<file path="src/rtl/wash_coin_panel_pkg.sv">
// wash_coin_panel_pkg: panel state encoding and coin-acceptor constants shared by
// the wash_coin_panel top and its bench.
package wash_coin_panel_pkg;

    typedef enum logic [2:0] {
        S_IDLE,
        S_CREDIT,
        S_START,
        S_RUNNING,
        S_DONE
    } state_t;

    localparam int              COIN_W    = 2;
    localparam logic [COIN_W-1:0] COIN_NONE = 2'd0;

    // A strobe carrying value 0 is noise from the acceptor, not a coin.
    function automatic logic coin_offered(input logic valid, input logic [COIN_W-1:0] val);
        return valid && (val != COIN_NONE);
    endfunction

endpackage

</file>
<file path="src/rtl/wash_btn_debounce.sv">
// wash_btn_debounce: emits a single-cycle press pulse once the raw button has been
// high for DEBOUNCE_CYCLES consecutive cycles; holding the button gives no repeats.
module wash_btn_debounce #(
    parameter int DEBOUNCE_CYCLES = 16
) (
    input  logic clk,
    input  logic rst,
    input  logic raw,
    output logic press
);

    localparam int              CNT_W = $clog2(DEBOUNCE_CYCLES + 1);
    localparam logic [CNT_W-1:0] LAST  = CNT_W'(DEBOUNCE_CYCLES - 1);
    localparam logic [CNT_W-1:0] FULL  = CNT_W'(DEBOUNCE_CYCLES);

    logic [CNT_W-1:0] cnt_q;

    // NOTE: registers are assigned with <= so every flop samples the pre-edge values.
    always_ff @(posedge clk) begin
        if (rst) begin
            cnt_q <= '0;
            press <= 1'b0;
        end else begin
            press <= raw && (cnt_q == LAST);
            // Saturating at FULL is what suppresses repeat pulses while held.
            if (!raw) begin
                cnt_q <= '0;
            end else if (cnt_q != FULL) begin
                cnt_q <= cnt_q + 1'b1;
            end
        end
    end

endmodule

</file>
<file path="src/rtl/wash_coin_panel.sv">
// wash_coin_panel: coin/credit front panel for a washing controller.
// Define WASH_COIN_PANEL_REFUND_EN for refund strobes and cancel; otherwise change carries over.
module wash_coin_panel
    import wash_coin_panel_pkg::*;
#(
    parameter int PRICE           = 4,
    parameter int DOUBLE_PRICE    = 6,
    parameter int CREDIT_W        = 4,
    parameter int DEBOUNCE_CYCLES = 16,
    parameter int BUZZ_CYCLES     = 8
) (
    input  logic                clk,
    input  logic                rst,
    input  logic                coin_valid,
    input  logic [COIN_W-1:0]   coin_val,
    input  logic                double_btn,
    input  logic                pause_btn,
    input  logic                cancel_btn,
    input  logic                wash_done,
    output logic                coin_in,
    output logic                double_wash,
    output logic                time_pause,
    output logic                coin_reject,
    output logic                refund_valid,
    output logic [CREDIT_W-1:0] refund_amt,
    output logic [CREDIT_W-1:0] credit,
    output logic                busy,
    output logic                buzzer
);

    localparam logic [CREDIT_W-1:0] PRICE_C    = CREDIT_W'(PRICE);
    localparam logic [CREDIT_W-1:0] DPRICE_C   = CREDIT_W'(DOUBLE_PRICE);
    localparam logic [CREDIT_W:0]   CREDIT_MAX = {1'b0, {CREDIT_W{1'b1}}};
    localparam int                  BUZZ_W     = (BUZZ_CYCLES > 1) ? $clog2(BUZZ_CYCLES) : 1;
    localparam logic [BUZZ_W-1:0]   BUZZ_LAST  = BUZZ_W'(BUZZ_CYCLES - 1);

    state_t              state_q, state_d;
    logic [CREDIT_W-1:0] credit_q, credit_d;
    logic                double_sel_q, double_sel_d;
    logic                double_wash_q, double_wash_d;
    logic                pause_q, pause_d;
    logic [BUZZ_W-1:0]   buzz_q, buzz_d;
    logic                reject_q, reject_d;
    logic                cancel_refund_q, cancel_refund_d;
    logic [CREDIT_W-1:0] cancel_amt_q, cancel_amt_d;
    logic                wash_done_q;

    logic                double_press, pause_press, cancel_press, cancel_hit;
    logic                coin_ok, fits, done_rise;
    logic [CREDIT_W:0]   sum;
    logic [CREDIT_W-1:0] required, leftover, carry_credit;

    wash_btn_debounce #(.DEBOUNCE_CYCLES(DEBOUNCE_CYCLES)) u_double_db (
        .clk(clk), .rst(rst), .raw(double_btn), .press(double_press));
    wash_btn_debounce #(.DEBOUNCE_CYCLES(DEBOUNCE_CYCLES)) u_pause_db (
        .clk(clk), .rst(rst), .raw(pause_btn), .press(pause_press));
    wash_btn_debounce #(.DEBOUNCE_CYCLES(DEBOUNCE_CYCLES)) u_cancel_db (
        .clk(clk), .rst(rst), .raw(cancel_btn), .press(cancel_press));

    assign coin_ok   = coin_offered(coin_valid, coin_val);
    assign sum       = {1'b0, credit_q} + (CREDIT_W + 1)'(coin_val);
    assign fits      = (sum <= CREDIT_MAX);
    assign required  = double_sel_q ? DPRICE_C : PRICE_C;
    assign leftover  = credit_q - required;
    assign done_rise = wash_done && !wash_done_q;

`ifdef WASH_COIN_PANEL_REFUND_EN
    assign cancel_hit   = cancel_press;
    assign carry_credit = '0;
    assign refund_valid = (state_q == S_START) || cancel_refund_q;
    assign refund_amt   = (state_q == S_START) ? leftover : cancel_amt_q;
`else
    // Without refunds the change stays on as credit for the next customer.
    logic unused_cancel;
    assign unused_cancel = cancel_press ^ cancel_refund_q ^ (^cancel_amt_q);
    assign cancel_hit    = 1'b0;
    assign carry_credit  = leftover;
    assign refund_valid  = 1'b0;
    assign refund_amt    = '0;
`endif

    // NOTE: every signal written here gets a default first, so no path can infer a latch.
    always_comb begin
        state_d         = state_q;
        credit_d        = credit_q;
        double_sel_d    = double_sel_q;
        double_wash_d   = double_wash_q;
        pause_d         = pause_q;
        buzz_d          = buzz_q;
        reject_d        = 1'b0;
        cancel_refund_d = 1'b0;
        cancel_amt_d    = '0;

        case (state_q)
            S_IDLE: begin
                if (double_press) double_sel_d = !double_sel_q;
                if (coin_ok) begin
                    if (fits) begin
                        credit_d = sum[CREDIT_W-1:0];
                        state_d  = S_CREDIT;
                    end else begin
                        reject_d = 1'b1;
                    end
                end
            end
            S_CREDIT: begin
                if (cancel_hit) begin
                    cancel_refund_d = 1'b1;
                    cancel_amt_d    = credit_q;
                    credit_d        = '0;
                    reject_d        = coin_ok;
                    state_d         = S_IDLE;
                end else if (credit_q >= required) begin
                    double_wash_d = double_sel_q;
                    reject_d      = coin_ok;
                    state_d       = S_START;
                end else begin
                    if (double_press) double_sel_d = !double_sel_q;
                    if (coin_ok) begin
                        if (fits) credit_d = sum[CREDIT_W-1:0];
                        else      reject_d = 1'b1;
                    end
                end
            end
            S_START: begin
                credit_d = carry_credit;
                reject_d = coin_ok;
                state_d  = S_RUNNING;
            end
            S_RUNNING: begin
                reject_d = coin_ok;
                if (pause_press) pause_d = !pause_q;
                if (done_rise) begin
                    pause_d = 1'b0;
                    buzz_d  = '0;
                    state_d = S_DONE;
                end
            end
            S_DONE: begin
                reject_d = coin_ok;
                if (buzz_q == BUZZ_LAST) begin
                    double_sel_d  = 1'b0;
                    double_wash_d = 1'b0;
                    state_d       = S_IDLE;
                end else begin
                    buzz_d = buzz_q + 1'b1;
                end
            end
            default: state_d = S_IDLE;
        endcase

        // The reject line is a pulse; back-to-back offers never merge into a level.
        reject_d = reject_d && !reject_q;
    end

    always_ff @(posedge clk) begin
        if (rst) begin
            state_q         <= S_IDLE;
            credit_q        <= '0;
            double_sel_q    <= 1'b0;
            double_wash_q   <= 1'b0;
            pause_q         <= 1'b0;
            buzz_q          <= '0;
            reject_q        <= 1'b0;
            cancel_refund_q <= 1'b0;
            cancel_amt_q    <= '0;
            wash_done_q     <= 1'b0;
        end else begin
            state_q         <= state_d;
            credit_q        <= credit_d;
            double_sel_q    <= double_sel_d;
            double_wash_q   <= double_wash_d;
            pause_q         <= pause_d;
            buzz_q          <= buzz_d;
            reject_q        <= reject_d;
            cancel_refund_q <= cancel_refund_d;
            cancel_amt_q    <= cancel_amt_d;
            wash_done_q     <= wash_done;
        end
    end

    assign coin_in     = (state_q == S_START);
    assign busy        = (state_q == S_START) || (state_q == S_RUNNING) || (state_q == S_DONE);
    assign buzzer      = (state_q == S_DONE);
    assign credit      = credit_q;
    assign double_wash = double_wash_q;
    assign time_pause  = pause_q;
    assign coin_reject = reject_q;

endmodule

</file>
<file path="config.mk">
export PLATFORM = sky130hd
export DESIGN_NAME = wash_coin_panel
export DESIGN_NICKNAME = d
export VERILOG_FILES = /design/src/rtl/wash_coin_panel_pkg.sv /design/src/rtl/wash_btn_debounce.sv /design/src/rtl/wash_coin_panel.sv
export SDC_FILE = /design/constraint.sdc
export NUM_CORES = 1
export LEC_CHECK = 0
export ABC_AREA = 1
export CAP_MARGIN = 40
export CORE_ASPECT_RATIO = 1.75
export CORE_MARGIN = 2
export CORE_UTILIZATION = 30
export DETAILED_ROUTE_END_ITERATION = 8
export HOLD_SLACK_MARGIN = 0.02
export MAX_ROUTING_LAYER = met4
export PLACE_DENSITY_LB_ADDON = 0.05
export SLEW_MARGIN = 20
export SYNTH_ARGS = -nofsm -noshare
export SYNTH_HDL_FRONTEND = slang
export SYNTH_SLANG_ARGS = --single-unit
</file>
<file path="constraint.sdc">
create_clock -name clk -period 1.86 [get_ports clk]
set_input_delay 0.279 -clock clk [delete_from_list [all_inputs] [get_ports clk]]
set_output_delay 0.279 -clock clk [all_outputs]
set_load 0.05 [all_outputs]
</file>
### Word level (Yosys, flattened, before mapping)

Index checks and enable logic that the tools add are counted.

| word-level totals | value |
|---|---|
| register bits | 27 |

| operators by class | value |
|---|---|
| add/subtract/negate cells | 5 |
| magnitude comparators | 2 |
| equality and inequality tests | 16 |
| muxes and demuxes | 26 |
| bitwise operators | 2 |
| reductions and logical operators | 27 |

Operators with widths:

| operator | number |
|---|---|
| $mux W3 | 7 |
| $pmux W3 S5 | 1 |
| $mux W4 | 3 |
| $ne A2 B2 Y1 const B | 6 |
| $pmux W4 S3 | 1 |
| $add A5 B1 Y5 const B | 2 |
| $eq A5 B4 Y1 const B | 2 |
| $ne A5 B5 Y1 const B | 2 |
| $mux W1 | 9 |
| $reduce_and A3 Y1 | 3 |
| $reduce_bool A2 Y1 | 4 |
| $eq A3 B2 Y1 const B | 2 |
| $eq A3 B3 Y1 const B | 2 |
| $pmux W1 S3 | 2 |
| $pmux W3 S2 | 1 |
| $reduce_bool A3 Y1 | 2 |
| $add A4 B2 Y5 | 1 |
| $le A5 B4 Y1 const B | 1 |
| $logic_and A1 B1 Y1 | 5 |
| $reduce_and A5 Y1 | 1 |
| $ge A4 B3 Y1 | 1 |
| $logic_not A1 Y1 | 4 |
| $reduce_and A2 Y1 | 2 |
| $reduce_or A2 Y1 | 2 |
| 10 further kinds | 12 |

### Logic depth before layout (Yosys ltp)

| depth | value |
|---|---|
| depth in word-level cells | 7 |
| gate-level depth with buffers | 12 |
| depth with buffers taken out | 12 |

### Cells and area by module

A second synthesis with hierarchy kept.

| second synthesis, totals | value |
|---|---|
| cells, all modules | 241 |
| area, all modules | 1645.3 um^2 |

By module, submodules not included:

| module | times used | cells each | area each (um^2) |
|---|---|---|---|
| wash_coin_panel | 1 | 159 | 1044.8 |
| wash_btn_debounce | 2 | 41 | 300.3 |

### Worst setup path before layout

No wires, ideal clock.

| timing | value |
|---|---|
| path kind | register -> register |
| start point | register credit_q[1], in the netlist credit[1] |
| end point | register credit_q[0], in the netlist credit[0] |
| arrival | 1733 ps |
| data required time | 1732 ps |
| path slack | -1 ps |
| stages on the path, launching flop included | 13 |
| path through | dfxtp_1 > inv_1 > ha_1 > inv_1 > nor2_1 > nand2_1 > nand2_1 > nand2_2 > nand2_2 > nor2_1 > nand2_1 > nand2_1 > nor2_1 |

| between the ends | value |
|---|---|
| word-level cells in the longest chain between the ends | 6 |

Ends and longest elaborated chain:

| item | line | RTL |
|---|---|---|
| from (decl) | wash_coin_panel.sv:38 | `logic [CREDIT_W-1:0] credit_q, credit_d;` |
| from (signal assigned) | wash_coin_panel.sv:170 | `credit_q <= credit_d;` |
| $add A4 B2 Y5 | wash_coin_panel.sv:61 | `assign sum = {1'b0, credit_q} + (CREDIT_W + 1)'(coin_val);` |
| $le A5 B4 Y1 | wash_coin_panel.sv:62 | `assign fits = (sum <= CREDIT_MAX);` |
| $mux W4 (3 in series) | - |  |
| $pmux W4 S3 | - |  |

Several ways; a longest one is shown, not always the timed one. The select of a mux whose other input is x is not followed.
A chain may end at the register's enable or synchronous reset.

### Worst setup path in the final report

| timing | value |
|---|---|
| start point | register credit_q[1], in the netlist credit[1] |
| end point | output port credit[1] |

RTL lines:

| item | line | RTL |
|---|---|---|
| to (decl) | wash_coin_panel.sv:26 | `output logic [CREDIT_W-1:0] credit,` |

No word-level cell between the ends.

==> impl_metrics.xml <==
<?xml version="1.0" encoding="UTF-8"?>
<metrics>
  <group name="outcome">
    <metric name="status" unit="">completed</metric>
  </group>
  <group name="detailed_routing">
    <metric name="drt_first_iter_violations" unit="">22</metric>
    <metric name="route.antenna.remaining_nets" unit="">0</metric>
    <metric name="route.detailed.vias_per_inst" unit="">4.669</metric>
    <metric name="route.final.wire_length" unit="µm">3360</metric>
    <metric name="dr.pass1.iters" unit="">5</metric>
    <metric name="routedWlPerCell" unit="µm">11.59</metric>
    <metric name="via_count" unit="">1354</metric>
    <metric name="drt_drc_violations_left" unit="">0</metric>
  </group>
  <group name="final_layout">
    <metric name="finalCoreUtilization" unit="%">37.33</metric>
    <metric name="final_layout_size_suffix_gt1_share" unit="%">12.71</metric>
    <metric name="final_nets" unit="">259</metric>
    <metric name="final_design_area_no_fill" unit="mm²">0.001858</metric>
    <metric name="ant_diodes" unit="">0</metric>
    <metric name="areaGrowthSynthToFinish" unit="%">19.76</metric>
    <metric name="instances_no_fill" unit="">290</metric>
    <metric name="fillers" unit="">546</metric>
  </group>
  <group name="setup_path">
    <metric name="crit_fanout" unit="">5</metric>
    <metric name="end_kind" unit="">output port</metric>
    <metric name="crit_path_top_delay_cell" unit="">sky130_fd_sc_hd__clkdlybuf4s50_1</metric>
    <metric name="critPathRequiredTime" unit="ps">1580</metric>
    <metric name="number_of_cells_on_the_worst_reg_to_reg_path" unit="">7</metric>
    <metric name="timing.critical_path.to" unit="">credit[1]</metric>
    <metric name="timing.critical_path.slowest_cell_delay" unit="ps">820</metric>
    <metric name="reg2reg_setup_slack" unit="ps">270</metric>
    <metric name="timing_worst_setup_path_type" unit="">flop to output port</metric>
    <metric name="crit-reg2reg-capture" unit="">state_q[1]</metric>
    <metric name="cp.arrival" unit="ps">1490</metric>
    <metric name="cp_top_family" unit="">buffers and inverters</metric>
    <metric name="timing.critical_path.buf_inv" unit="">1</metric>
    <metric name="startpoint_type_of_the_worst_setup_path" unit="">flop</metric>
    <metric name="crit_path_start" unit="">credit[1]</metric>
    <metric name="critical_path_depth" unit="">1</metric>
    <metric name="worst_r2r_startpoint" unit="">credit[0]</metric>
    <metric name="crit_chain" unit="">clkdlybuf4s50_1</metric>
  </group>
  <group name="global_routing">
    <metric name="maximum_number_of_pins_on_one_net_before_global_route_repair" unit="">15</metric>
    <metric name="grt_pass1_vias" unit="">1311</metric>
    <metric name="grt_first_pass_wirelength" unit="µm">5789</metric>
    <metric name="globalRouteOverflowTotal" unit="">0</metric>
    <metric name="antenna_found_initial" unit="">0</metric>
    <metric name="grt.total_usage" unit="%">13.28</metric>
  </group>
  <group name="placement">
    <metric name="placement.cell_area" unit="mm²">0.001808</metric>
    <metric name="routabilityCongestion" unit="">0.7811</metric>
    <metric name="place_inst" unit="">286</metric>
    <metric name="post-dp-hpwl" unit="µm">2808</metric>
    <metric name="place.port_buffers" unit="">17</metric>
  </group>
  <group name="min_path">
    <metric name="worst_hold_path_type" unit="">flop to flop</metric>
    <metric name="hold_path.startpoint" unit="">double_wash</metric>
  </group>
  <group name="cts">
    <metric name="clkLatencyLatePin" unit="ps">270</metric>
    <metric name="postCtsSetupRepairBufs" unit="">0</metric>
    <metric name="cts-root-to-sink-buffers" unit="">2</metric>
    <metric name="clk_transition_reported_paths" unit="ps">90</metric>
    <metric name="cts_tree" unit="">yes</metric>
    <metric name="cts-root-buf" unit="">sky130_fd_sc_hd__clkbuf_8</metric>
    <metric name="cts-htree-levels" unit="">1</metric>
    <metric name="cts.hold.buffers_added" unit="">0</metric>
    <metric name="cts_repair_resize_count" unit="">0</metric>
    <metric name="numClockSinks" unit="">27</metric>
    <metric name="tritoncts.num_buffers" unit="">3</metric>
  </group>
  <group name="timing">
    <metric name="setup_violations" unit="">0</metric>
    <metric name="worst-slew-pin-transition" unit="ps">571.0</metric>
    <metric name="worst_clock_skew" unit="ps">2.942</metric>
    <metric name="final.setup.tns" unit="ps">0</metric>
    <metric name="grt_setup_unrepaired" unit="">false</metric>
    <metric name="max_slew_headroom" unit="%">61.53</metric>
    <metric name="max_freq" unit="MHz">565.4</metric>
    <metric name="hold-worst-slack" unit="ps">467.7</metric>
    <metric name="final.period_utilization" unit="%">95.09</metric>
    <metric name="report.final.slew_viol_count" unit="">0</metric>
    <metric name="layout_min_cycle_time" unit="ps">1769</metric>
    <metric name="finalHoldViolations" unit="">0</metric>
  </group>
  <group name="logic_synthesis">
    <metric name="synth_area_per_cell" unit="µm²">7.216</metric>
    <metric name="ys_seq_area_share" unit="%">34.84</metric>
    <metric name="postSynthRegisterBits" unit="">27</metric>
    <metric name="yosys_warnings" unit="">0</metric>
    <metric name="async_reset_ff_share" unit="%">0</metric>
    <metric name="synth_enable_flop_cells" unit="">0</metric>
    <metric name="synthesis.instances" unit="">215</metric>
    <metric name="synth_top_flop_cell" unit="">sky130_fd_sc_hd__dfxtp_1</metric>
    <metric name="synthesis.area" unit="mm²">0.001551</metric>
    <metric name="count_of_distinct_cell_types_in_the_synthesized_netlist" unit="">31</metric>
  </group>
  <group name="power">
    <metric name="total_leakage_power" unit="nW">0.8349</metric>
    <metric name="irDropWorstVdd" unit="mV">0.5710</metric>
    <metric name="cellPowerDensity" unit="mW/mm²">1057</metric>
  </group>
  <group name="floorplanning">
    <metric name="die_height" unit="µm">99.13</metric>
    <metric name="fp.dieArea" unit="mm²">0.005785</metric>
    <metric name="floorplan.initialDensity" unit="%">31.17</metric>
    <metric name="die_width" unit="µm">58.36</metric>
    <metric name="pin_count" unit="">24</metric>
    <metric name="placementRows" unit="">34</metric>
    <metric name="core-area" unit="mm²">0.004977</metric>
  </group>
  <group name="job">
    <metric name="cap_violations" unit="">0</metric>
  </group>
</metrics>
## cell usage in the layout, fill, tap and decap left out, drive strengths merged, types with 2 or more instances in the layout
master,n
dfxtp,27
clkbuf,4
nor3b,2
clkdlybuf4s50,11
o21ai,8
buf,10
conb,5
ha,12
nor3,5
a211oi,2
nand4,3
a21oi,17
inv,29
nand2,50
nor2,30
nand3,12
xor2,2
## flip-flops by register name, summed over array words and instances (netlist names)
register	cells
u_double_db.press	1
time_pause	1
double_sel_q	1
wash_done_q	1
state_q	3
double_wash	1
coin_reject	1
u_double_db.cnt_q	5
credit	4
buzz_q	3
u_pause_db.press	1
u_pause_db.cnt_q	5
## area by class of cell
class                   instances  area, µm²  area share (%)
inverters                      29      116.4           6.263
well taps                      54      67.56           3.636
repair buffers                 21      222.7           11.99
flip-flops and latches         27      541.8           29.16
multi-input cells             155      864.6           46.53
clock buffers                   4      45.04           2.424
## routing by layer
layer / routed length, µm / part of all wire [%] / global-route usage [%] / up-vias
li1: - / - / - / 719
met1: 1272 / 38 / 13.51 / 615
met2: 1958 / 58 / 24.89 / 15
met3: 68 / 2.0 / 1.560 / 5
met4: 61 / 1.8 / 4.830 / 0
met5: 0 / 0 / - / -
## worst min-delay path by stage
stage,endpoint,slack [ps],cells past startpoint
finish,double_wash,470,2
global route,double_wash,490,2
CTS,double_wash,480,2
detailed placement,double_wash,460,2
global placement,double_wash,460,2
floorplan,u_double_db.press,400,2
## where the power goes
group          switching [mW]  leakage (nW)  internal, mW  total (mW)
combinational           0.553         0.592         0.335       0.888
sequential             0.0978         0.220         0.640       0.737
clock                   0.185        0.0228         0.154       0.339
## tightest hold or removal path, cell delays in order, from the launching register on
cell,delay (ps)
sky130_fd_sc_hd__dfxtp_1,320
sky130_fd_sc_hd__nand2_1,60
sky130_fd_sc_hd__a21oi_1,50
## synthesized netlist by cell type, types with 3 or more instances
cell type | instances | area, µm²
sky130_fd_sc_hd__nand2_2 | 4 | 25.02
sky130_fd_sc_hd__nor2_4 | 3 | 33.78
sky130_fd_sc_hd__nand2_1 | 44 | 165.2
sky130_fd_sc_hd__nand3_1 | 12 | 60.06
sky130_fd_sc_hd__inv_1 | 26 | 97.59
sky130_fd_sc_hd__ha_1 | 12 | 150.1
sky130_fd_sc_hd__nand4_1 | 3 | 18.77
sky130_fd_sc_hd__o21ai_0 | 7 | 35.03
sky130_fd_sc_hd__dfxtp_1 | 27 | 540.5
sky130_fd_sc_hd__buf_4 | 5 | 37.54
sky130_fd_sc_hd__a21oi_1 | 17 | 85.08
sky130_fd_sc_hd__nor2_1 | 27 | 101.4
sky130_fd_sc_hd__nor3_1 | 5 | 25.02
## metrics by stage
step	setup slack [ps]	total power, mW
floorplan	51.68	1.383
global placement	-210.1	1.665
detailed placement	-247.7	1.655
CTS	49.38	2.009
global route	20.12	2.123
finish	91.36	1.964
## cells by family (layout without fill, tap and decap cells)
family / count (synthesis) / count (layout) / share of synthesized area (%)
buf+inv: 37 / 54 / 10.73
flops: 27 / 27 / 34.84
xor+xnor: 3 / 3 / 1.694
other cells: 1 / 5 / 0.2417
fa+ha+maj: 13 / 13 / 10.97
compound gates: 30 / 30 / 10.56
simple gates: 104 / 104 / 30.97
Power figures use the tool's default switching activity.
